**src/rtl/base_ram_arbiter_pkg.sv**
```systemverilog
// Shared definitions for the base-RAM arbiter: FSM states, SRAM idle strobe
// levels and the latched request record.
package base_ram_arbiter_pkg;

  typedef enum logic [1:0] {
    ST_IDLE   = 2'd0,
    ST_RD     = 2'd1,
    ST_WR     = 2'd2,
    ST_WR_REC = 2'd3
  } ram_state_t;

  localparam logic       RAM_CE_N_IDLE    = 1'b1;
  localparam logic       RAM_OE_N_IDLE    = 1'b1;
  localparam logic       RAM_WE_N_IDLE    = 1'b1;
  localparam logic [3:0] RAM_BE_N_IDLE    = 4'b1111;
  localparam logic       RAM_DATA_OE_IDLE = 1'b0;

  // Wide enough for ACCESS_CYCLES up to 15.
  localparam int TIMER_W = 4;

  typedef struct packed {
    logic        is_if;
    logic        we;
    logic [3:0]  be;
    logic [31:0] wdata;
  } ram_req_t;

endpackage

```
**src/rtl/base_ram_arbiter_timer.sv**
```systemverilog
// access_timer: loadable down-counter; o_expire is high once the count is 0.
module access_timer
  import base_ram_arbiter_pkg::*;
#(
  parameter int W = TIMER_W
) (
  input  logic         i_clk,
  input  logic         i_rst,
  input  logic         i_load,
  input  logic [W-1:0] i_load_val,
  input  logic         i_en,
  output logic         o_expire
);

  logic [W-1:0] r_cnt;

  always_ff @(posedge i_clk) begin
    if (i_rst)                       r_cnt <= '0;
    else if (i_load)                 r_cnt <= i_load_val;
    else if (i_en && (r_cnt != '0))  r_cnt <= r_cnt - 1'b1;
  end

  assign o_expire = (r_cnt == '0);

endmodule

```
**src/rtl/base_ram_arbiter.sv**
```systemverilog
// Single-SRAM arbiter between instruction fetch and data port; data port has
// fixed priority. Reads take ACCESS_CYCLES+1 cycles, writes ACCESS_CYCLES+2.
module base_ram_arbiter
  import base_ram_arbiter_pkg::*;
#(
  parameter int ACCESS_CYCLES = 2,
  parameter int ADDR_W        = 20
) (
  input  logic              clk,
  input  logic              rst,
  input  logic              if_req,
  input  logic [31:0]       if_addr,
  output logic [31:0]       if_rdata,
  output logic              if_done,
  input  logic              mem_req,
  input  logic              mem_we,
  input  logic [3:0]        mem_be,
  input  logic [31:0]       mem_addr,
  input  logic [31:0]       mem_wdata,
  output logic [31:0]       mem_rdata,
  output logic              mem_done,
  output logic              stall_if,
  output logic [ADDR_W-1:0] ram_addr,
  output logic [31:0]       ram_wdata,
  input  logic [31:0]       ram_rdata,
  output logic              ram_data_oe,
  output logic              ram_ce_n,
  output logic              ram_oe_n,
  output logic              ram_we_n,
  output logic [3:0]        ram_be_n
);

  localparam logic [TIMER_W-1:0] LOAD_VAL = TIMER_W'(ACCESS_CYCLES - 1);

  ram_state_t        r_state, w_next;
  ram_req_t          r_req;
  logic [ADDR_W-1:0] r_ram_addr;
  logic [31:0]       r_if_rdata, r_mem_rdata;
  logic              r_if_done, r_mem_done;
  logic              w_grant, w_capture, w_wr_done, w_expire, w_timer_en;
  logic [31:0]       w_sel_addr;
  logic              w_unused_addr;

  assign w_sel_addr    = mem_req ? mem_addr : if_addr;
  assign w_unused_addr = ^{if_addr, mem_addr};
  assign w_timer_en    = (r_state == ST_RD) || (r_state == ST_WR);

  access_timer #(.W(TIMER_W)) u_timer (
    .i_clk      (clk),
    .i_rst      (rst),
    .i_load     (w_grant),
    .i_load_val (LOAD_VAL),
    .i_en       (w_timer_en),
    .o_expire   (w_expire)
  );

  always_ff @(posedge clk) begin
    if (rst) r_state <= ST_IDLE;
    else     r_state <= w_next;
  end

  always_comb begin
    w_next      = r_state;
    w_grant     = 1'b0;
    w_capture   = 1'b0;
    w_wr_done   = 1'b0;
    ram_ce_n    = RAM_CE_N_IDLE;
    ram_oe_n    = RAM_OE_N_IDLE;
    ram_we_n    = RAM_WE_N_IDLE;
    ram_be_n    = RAM_BE_N_IDLE;
    ram_data_oe = RAM_DATA_OE_IDLE;
    case (r_state)
      ST_IDLE: begin
        // The done cycle itself never grants, so done and grant stay apart.
        if (!r_if_done && !r_mem_done && (mem_req || if_req)) begin
          w_grant = 1'b1;
          w_next  = (mem_req && mem_we) ? ST_WR : ST_RD;
        end
      end
      ST_RD: begin
        ram_ce_n = 1'b0;
        ram_oe_n = 1'b0;
        ram_be_n = ~r_req.be;
        if (w_expire) begin
          w_capture = 1'b1;
          w_next    = ST_IDLE;
        end
      end
      ST_WR: begin
        ram_ce_n    = 1'b0;
        ram_we_n    = 1'b0;
        ram_data_oe = 1'b1;
        ram_be_n    = ~r_req.be;
        if (w_expire) w_next = ST_WR_REC;
      end
      ST_WR_REC: begin
        // Hold the bus one more cycle so data outlives the we_n rising edge.
        ram_data_oe = 1'b1;
        w_wr_done   = 1'b1;
        w_next      = ST_IDLE;
      end
      default: w_next = ST_IDLE;
    endcase
  end

  always_ff @(posedge clk) begin
    if (rst) begin
      r_req       <= '0;
      r_ram_addr  <= '0;
      r_if_rdata  <= '0;
      r_mem_rdata <= '0;
      r_if_done   <= 1'b0;
      r_mem_done  <= 1'b0;
    end else begin
      r_if_done  <= w_capture & r_req.is_if;
      r_mem_done <= (w_capture & ~r_req.is_if) | w_wr_done;
      if (w_capture) begin
        if (r_req.is_if) r_if_rdata  <= ram_rdata;
        else             r_mem_rdata <= ram_rdata;
      end
      if (w_grant) begin
        r_req.is_if <= ~mem_req;
        r_req.we    <= mem_req & mem_we;
        r_req.be    <= mem_req ? mem_be : 4'hF;
        r_ram_addr  <= w_sel_addr[ADDR_W+1:2];
        if (mem_req) r_req.wdata <= mem_wdata;
      end
    end
  end

  assign if_rdata  = r_if_rdata;
  assign mem_rdata = r_mem_rdata;
  assign if_done   = r_if_done;
  assign mem_done  = r_mem_done;
  assign stall_if  = if_req & ~r_if_done;
  assign ram_addr  = r_ram_addr;
  assign ram_wdata = r_req.wdata;

endmodule

```
**config.mk**
```make
export PLATFORM = sky130hd
export DESIGN_NAME = base_ram_arbiter
export DESIGN_NICKNAME = d
export VERILOG_FILES = /design/src/rtl/base_ram_arbiter_pkg.sv /design/src/rtl/base_ram_arbiter_timer.sv /design/src/rtl/base_ram_arbiter.sv
export SDC_FILE = /design/constraint.sdc
export NUM_CORES = 1
export LEC_CHECK = 0
export BUFFER_PORTS_ARGS = -buffer_cell sky130_fd_sc_hd__buf_2
export CORE_MARGIN = 2
export CORE_UTILIZATION = 40
export DETAILED_ROUTE_END_ITERATION = 16
export PLACE_DENSITY = 0.72
export SLEW_MARGIN = 20
export SYNTH_ARGS = -nofsm -noshare
export SYNTH_HDL_FRONTEND = slang
export SYNTH_SLANG_ARGS = --single-unit
```
**constraint.sdc**
```tcl
create_clock -name clk -period 2 [get_ports clk]
set_clock_uncertainty 0.05 [all_clocks]
set_input_delay 0.1 -clock clk [delete_from_list [all_inputs] [get_ports clk]]
set_output_delay 0.1 -clock clk [all_outputs]
set_load 0.03 [all_outputs]
```
Word-level counts from Yosys, hierarchy flattened
Index checks and enable logic that the tools add are counted.

storage, ports and cells
  flip-flop bits (word level) = 129
  output and inout port bits = 127

operators by class
  bitwise operators = 8
  $add $sub $neg = 1
  equality and inequality tests = 6
  mux-type cells = 19
  reductions and logical operators = 19

operators with widths
  cell                                              count
  two-way mux 22 bit                                1
  two-way mux 1 bit                                 11
  two-way mux 2 bit                                 4
  two-way mux 4 bit                                 2
  one-hot mux 2 bit (4 select lines)                1
  AND reduction 2 bit                               3
  OR reduction 2 bit                                3
  == test 2 bit, second input constant              2
  logical AND 1 bit                                 4
  zero test 4 bit                                   1
  != test 2 x 1 -> 1 bit, second input constant     2
  inverter 4 bit                                    1
  nonzero test 4 bit                                1
  subtractor 4 x 1 -> 4 bit, second input constant  1
  AND 1 bit                                         3
  inverter 1 bit                                    3
  AND reduction 3 bit                               1
  == test 2 x 1 -> 1 bit, second input constant     1
  zero test 1 bit                                   2
  zero test 2 bit                                   1
  logical OR 1 bit                                  2
  != test 2 bit, second input constant              1
  nonzero test 2 bit                                1
  OR 1 bit                                          1

Depth between registers and ports, before layout
  depth after elaboration = 6
  gate-level depth with buffers = 8
  gate-level depth less buffers = 6

By module
From an unflattened synthesis, not the netlist that was laid out.

second synthesis, totals
  cells, all modules = 634
  area, all modules = 5154.9 µm²

modules (own cells, without submodules)
  module            cells an instance  area an instance (µm²)  instances  sequential area each (µm²)
  base_ram_arbiter  605                4892.2                  1          2502.4
  access_timer      29                 262.8                   1          80.1

Worst setup path after synthesis
No wires, ideal clock.

  kind = reg2reg
  start = register r_state[1]
  end = register u_timer.r_cnt[3]
  required time = 1.872 ns
  clock period less this slack = 1.677 ns
  cell stages (with the launch flop) = 8
  arrival time = 1.549 ns
  path buffers = 1
  setup slack = 0.323 ns
  path through = dfxtp_1 inv_1 ha_1 buf_4 or4b_1 nor3_1 a21oi_1 nor3_1

between the ends
  word-level cells in the longest chain between the ends = 3
  elaborated cells on any way between the ends = 7

RTL lines
  item                                                                      RTL line                                        RTL
  start, declared                                                           base_ram_arbiter.sv:35                          ram_state_t r_state, w_next;
  start signal, assigned                                                    base_ram_arbiter.sv:59                          else r_state <= w_next;
  zero test 2 bit (tied with other cells)                                   base_ram_arbiter.sv:72                          case (r_state)
  two-way mux 1 bit / logical OR 1 bit (equally long branches)              base_ram_arbiter.sv:72, base_ram_arbiter.sv:46
  OR reduction 2 bit (no line) / logical AND 1 bit (equally long branches)  n/a
  end signal, assigned                                                      base_ram_arbiter_timer.sv:19                    else if (i_load) r_cnt <= i_load_val;
  end signal, assigned                                                      base_ram_arbiter_timer.sv:20                    else if (i_en && (r_cnt != '0)) r_cnt <= r_cnt - 1'b1;
  end, declared                                                             base_ram_arbiter_timer.sv:15                    logic [W-1:0] r_cnt;

Parallel ways exist; a longest one is shown, timed or not.
A chain may end at the register's enable or synchronous reset.

Worst setup path after layout
  start = register r_state[1]
  end = register r_mem_rdata[2], in the netlist mem_rdata[2]

between the ends
  word-level cells in the longest chain between the ends = 3

RTL lines
  item                           RTL line                 RTL
  == test 2 x 1 -> 1 bit         base_ram_arbiter.sv:72
  two-way mux 1 bit              base_ram_arbiter.sv:72
  AND reduction 2 bit (no line)  n/a
  end signal, assigned           base_ram_arbiter.sv:119  else r_mem_rdata <= ram_rdata;
  end, declared                  base_ram_arbiter.sv:38   logic [31:0] r_if_rdata, r_mem_rdata;

Every way passes these cells.

==> reports/results.md <==
| Metric | This run |
|:---|:---|
| Startpoint of the lowest-slack register-to-register path | r_state[1] |
| CTS sink cnt | 129 |
| Final clock period utilization by the worst path | 90.4% |
| WL per Instance | 13.4 um |
| Most common flop cell mapped by yosys | sky130_fd_sc_hd__dfxtp_1 |
| Core area | 12600 sq um |
| Leak pwr | 3.61 nW |
| Clock insertion delay at the later pin of the skew report | 0.40 ns |
| Peak clock frequency supported by timing | 0.553 GHz |
| Horizontal die dimension | 118 um |
| Yosys warns | 0 |
| Cell count of the worst hold path | 3 |
| Syn_nets | 769 |
| Setup crit start | r_state[1] |
| Global-route wire length before repair | 24.3 mm |
| Number of synthesized register bits | 129 |
| Depth of the CTS H-tree | 4 |
| Final count of hold timing violations | 0 |
| Fraction of layout instances using a drive strength above 1 | 30.6% |
| Comb pwr share | 38.3% |
| Launching element type of the critical path | flip-flop |
| Kind of end point of the critical path | flip-flop |
| Sum Neg Setup Slack | 0 ns |
| Clock share of power | 30.1% |
| Int Power | 6.61 mW |
| Cts-stage hold buffer count | 104 |
| Inserted Clock Buffers | 17 |
| Post-layout net count | 1068 |
| Count of cell types in the netlist | 33 |
| CP endpoint | mem_rdata[2] |
| Max-Slew Margin vs Limit | 64.1% |
| Initial DRC count | 299 |
| Layout area overhead | 52.6% |
| CTS tree | built |
| Half-perimeter wire length of the detailed placement result | 8.87 mm |
| Vias after detailed routing | 5174 |
| Average footprint of a synthesized cell | 8.25 sq um |
| Largest area contributor in the netlist | sky130_fd_sc_hd__dfxtp_1 |
| Worst reg2reg setup slack | 0.19 ns |
| Vertical die dimension | 118 um |
| Diode count | 0 |
| Reg2Reg Capture Point | mem_rdata[2] |
| Final setup fails | 0 |
| Number of instances in the synthesized netlist | 626 |
| Number of I/O port buffers | 239 |
| Row count | 41 |
| Maximum clock insertion buffer count | 2 |
| Crit Path Max Fanout | 32 |
| Cell depth of the worst flop-to-flop path | 7 |
| DRC Markers | 0 |
| Area contributors post-synth | sky130_fd_sc_hd__dfxtp_1 (50%), sky130_fd_sc_hd__nand2_1 (15%), sky130_fd_sc_hd__a21oi_1 (9.7%) |
| Library cell used as clock root buffer | sky130_fd_sc_hd__clkbuf_16 |
| Kind of critical path | flip-flop to flip-flop |
| Clock-pin transition on the worst setup and hold timing paths | 0.06 ns |
| Switching part of the total power | 38.3% |
| Global route overflow | 0 |
| Slew at the pin with the worst max-slew slack | 0.539 ns |
| Post-synth EDFFs | 0 |
| Net load switching power | 4.10 mW |
| Class of the worst hold path | input pin to flip-flop |
| Count of pins on the block boundary | 264 |
| Top cells by count, synth | sky130_fd_sc_hd__nand2_1 (200), sky130_fd_sc_hd__dfxtp_1 (129), sky130_fd_sc_hd__a21oi_1 (100), sky130_fd_sc_hd__buf_4 (36), sky130_fd_sc_hd__nor2_1 (31) |
| Count of final max-slew check failures | 0 |
| Startpoint of the lowest-slack hold path | if_addr[7] |
| Largest net degree at the start of global routing | 54 |
| Via count of the first global-routing pass | 5098 |
| Routed vias/inst | 4.67 |
| Arrival time at the worst endpoint | 2.09 ns |
| Status | completed |
| Seq pwr share | 31.6% |
| Post-CTS setup-driven buffer insertion count | 0 |
| Async SR Flop Fraction | 0% |
| Antenna violations before repair | 0 |
| Portion of synthesized cell area occupied by the leading cell type | 50.0% |
| Most common cell in the synthesized netlist | sky130_fd_sc_hd__nand2_1 |
| Number of instances resized during post-cts repair | 0 |
| P per Cell Area | 1360 nW/um^2 |
| Max-cap violations | 0 |
| Max IR drop VDD | 708 uV |
| Die Area | 13800 sq um |
| Sequential cell area fraction in the yosys report | 50.0% |
| Worst endpoint required time | 2.28 ns |
| Fin crit period | 1.81 ns |
| Final weighted congestion in routability-driven placement | 0.827 |
| DRT Wirelength | 14.9 mm |
| Initial cell density of the core | 40.9% |
| Post-synth design cell area | 5160 sq um |
| Number of detailed-routing iterations run before antenna repair | 5 |
| Share of the core filled with cells | 62.4% |
| GR Util All Layers | 21.5% |
| RSZ-0062 raised after global routing | false |
| Antenna Nets Post-Route | 0 |
[power by group through the flow]
stage	Combinational (mW)	Sequential [mW]	Clock, mW
finish	4.10	3.39	3.22
global placement	3.90	3.41	0
global route	4.50	3.46	3.42
detailed placement	3.92	3.43	0
CTS	4.10	3.38	3.31
floorplan	2.45	4.07	0
[state kept, by name, summed over array words and instances (netlist names)]
register and cells:
r_req 5, ram_wdata 32, if_rdata 32, ram_addr 20, mem_done 1, if_done 1
mem_rdata 32, u_timer.r_cnt 4, r_state 2
[layer usage]
layer / global-route usage (%) / vias to the layer above / routed length, um
met2: 38.4 / 189 / 7830
li1: - / 2624 / -
met1: 24.4 / 2349 / 6130
met5: 0 / - / 0
met4: 8.58 / 0 / 110
met3: 5.28 / 12 / 808
[critical path, cell delays in order, from the launching register on]
cell and delay [ns]:
sky130_fd_sc_hd__dfxtp_1 0.34, sky130_fd_sc_hd__inv_1 0.11, sky130_fd_sc_hd__ha_1 0.19, sky130_fd_sc_hd__and4bb_1 0.27, sky130_fd_sc_hd__and2b_1 0.16, sky130_fd_sc_hd__buf_4 0.35, sky130_fd_sc_hd__nand2_1 0.12, sky130_fd_sc_hd__a21oi_1 0.14
[final cells by class]
| class | instances | area, sq um |
|---|---|---|
| flip-flops and latches | 129 | 2580 |
| clock buffers | 21 | 460 |
| inverters | 12 | 45.0 |
| clock inverters | 10 | 159 |
| repair buffers | 357 | 2380 |
| well taps | 172 | 215 |
| multi-input cells | 408 | 2040 |
| fillers | 1041 | 4740 |
[worst min-delay path by stage]
stage | end | slack, ns
finish | ram_addr[5] | 0.02
floorplan | ram_wdata[0] | 0.19
global route | ram_addr[5] | 0.01
detailed placement | ram_wdata[9] | 0.30
global placement | ram_wdata[6] | 0.29
CTS | ram_addr[5] | 0.003
[cell families after synthesis]
family,Yosys count,synth area share (%)
multiplexers,20,3.88
buffers and inverters,89,10.6
AO/OA/AOI/OAI,134,14.9
AND/OR/NAND/NOR,247,19.0
adder cells (fa/ha/maj),6,1.45
flip-flops,129,50.0
XOR/XNOR,1,0.170
[cells in the final DEF (no fill, tap or decap), types with 3 or more instances in the layout]
master	count
sky130_fd_sc_hd__buf_2	238
sky130_fd_sc_hd__bufinv_16	4
sky130_fd_sc_hd__buf_4	12
sky130_fd_sc_hd__buf_12	3
sky130_fd_sc_hd__dfxtp_1	129
sky130_fd_sc_hd__ha_1	6
sky130_fd_sc_hd__mux2i_1	20
sky130_fd_sc_hd__nand2_1	200
sky130_fd_sc_hd__clkbuf_16	17
sky130_fd_sc_hd__inv_1	12
sky130_fd_sc_hd__clkinv_2	3
sky130_fd_sc_hd__a311oi_1	4
sky130_fd_sc_hd__a21oi_1	100
sky130_fd_sc_hd__dlygate4sd3_1	104
sky130_fd_sc_hd__nor3_1	3
sky130_fd_sc_hd__nor2_1	31
sky130_fd_sc_hd__a211oi_1	20
[per-stage QoR]
| stage | cells | cell area, sq um | power [mW] | setup WS [ns] | hold slack [ns] |
|---|---|---|---|---|---|
| after floorplan | 626 | 5160 | 6.52 | 0.323 | 0.186 |
| after detailed placement | 974 | 6220 | 7.35 | 0.221 | 0.299 |
| after global placement | 974 | 6220 | 7.31 | 0.268 | 0.293 |
| after global routing | 1109 | 7880 | 11.4 | 0.00107 | 0.0135 |
| final | 1109 | 7880 | 10.7 | 0.192 | 0.0218 |
| after CTS | 1109 | 7880 | 10.8 | 0.179 | 0.00320 |
(Power assumes the default switching activity.)
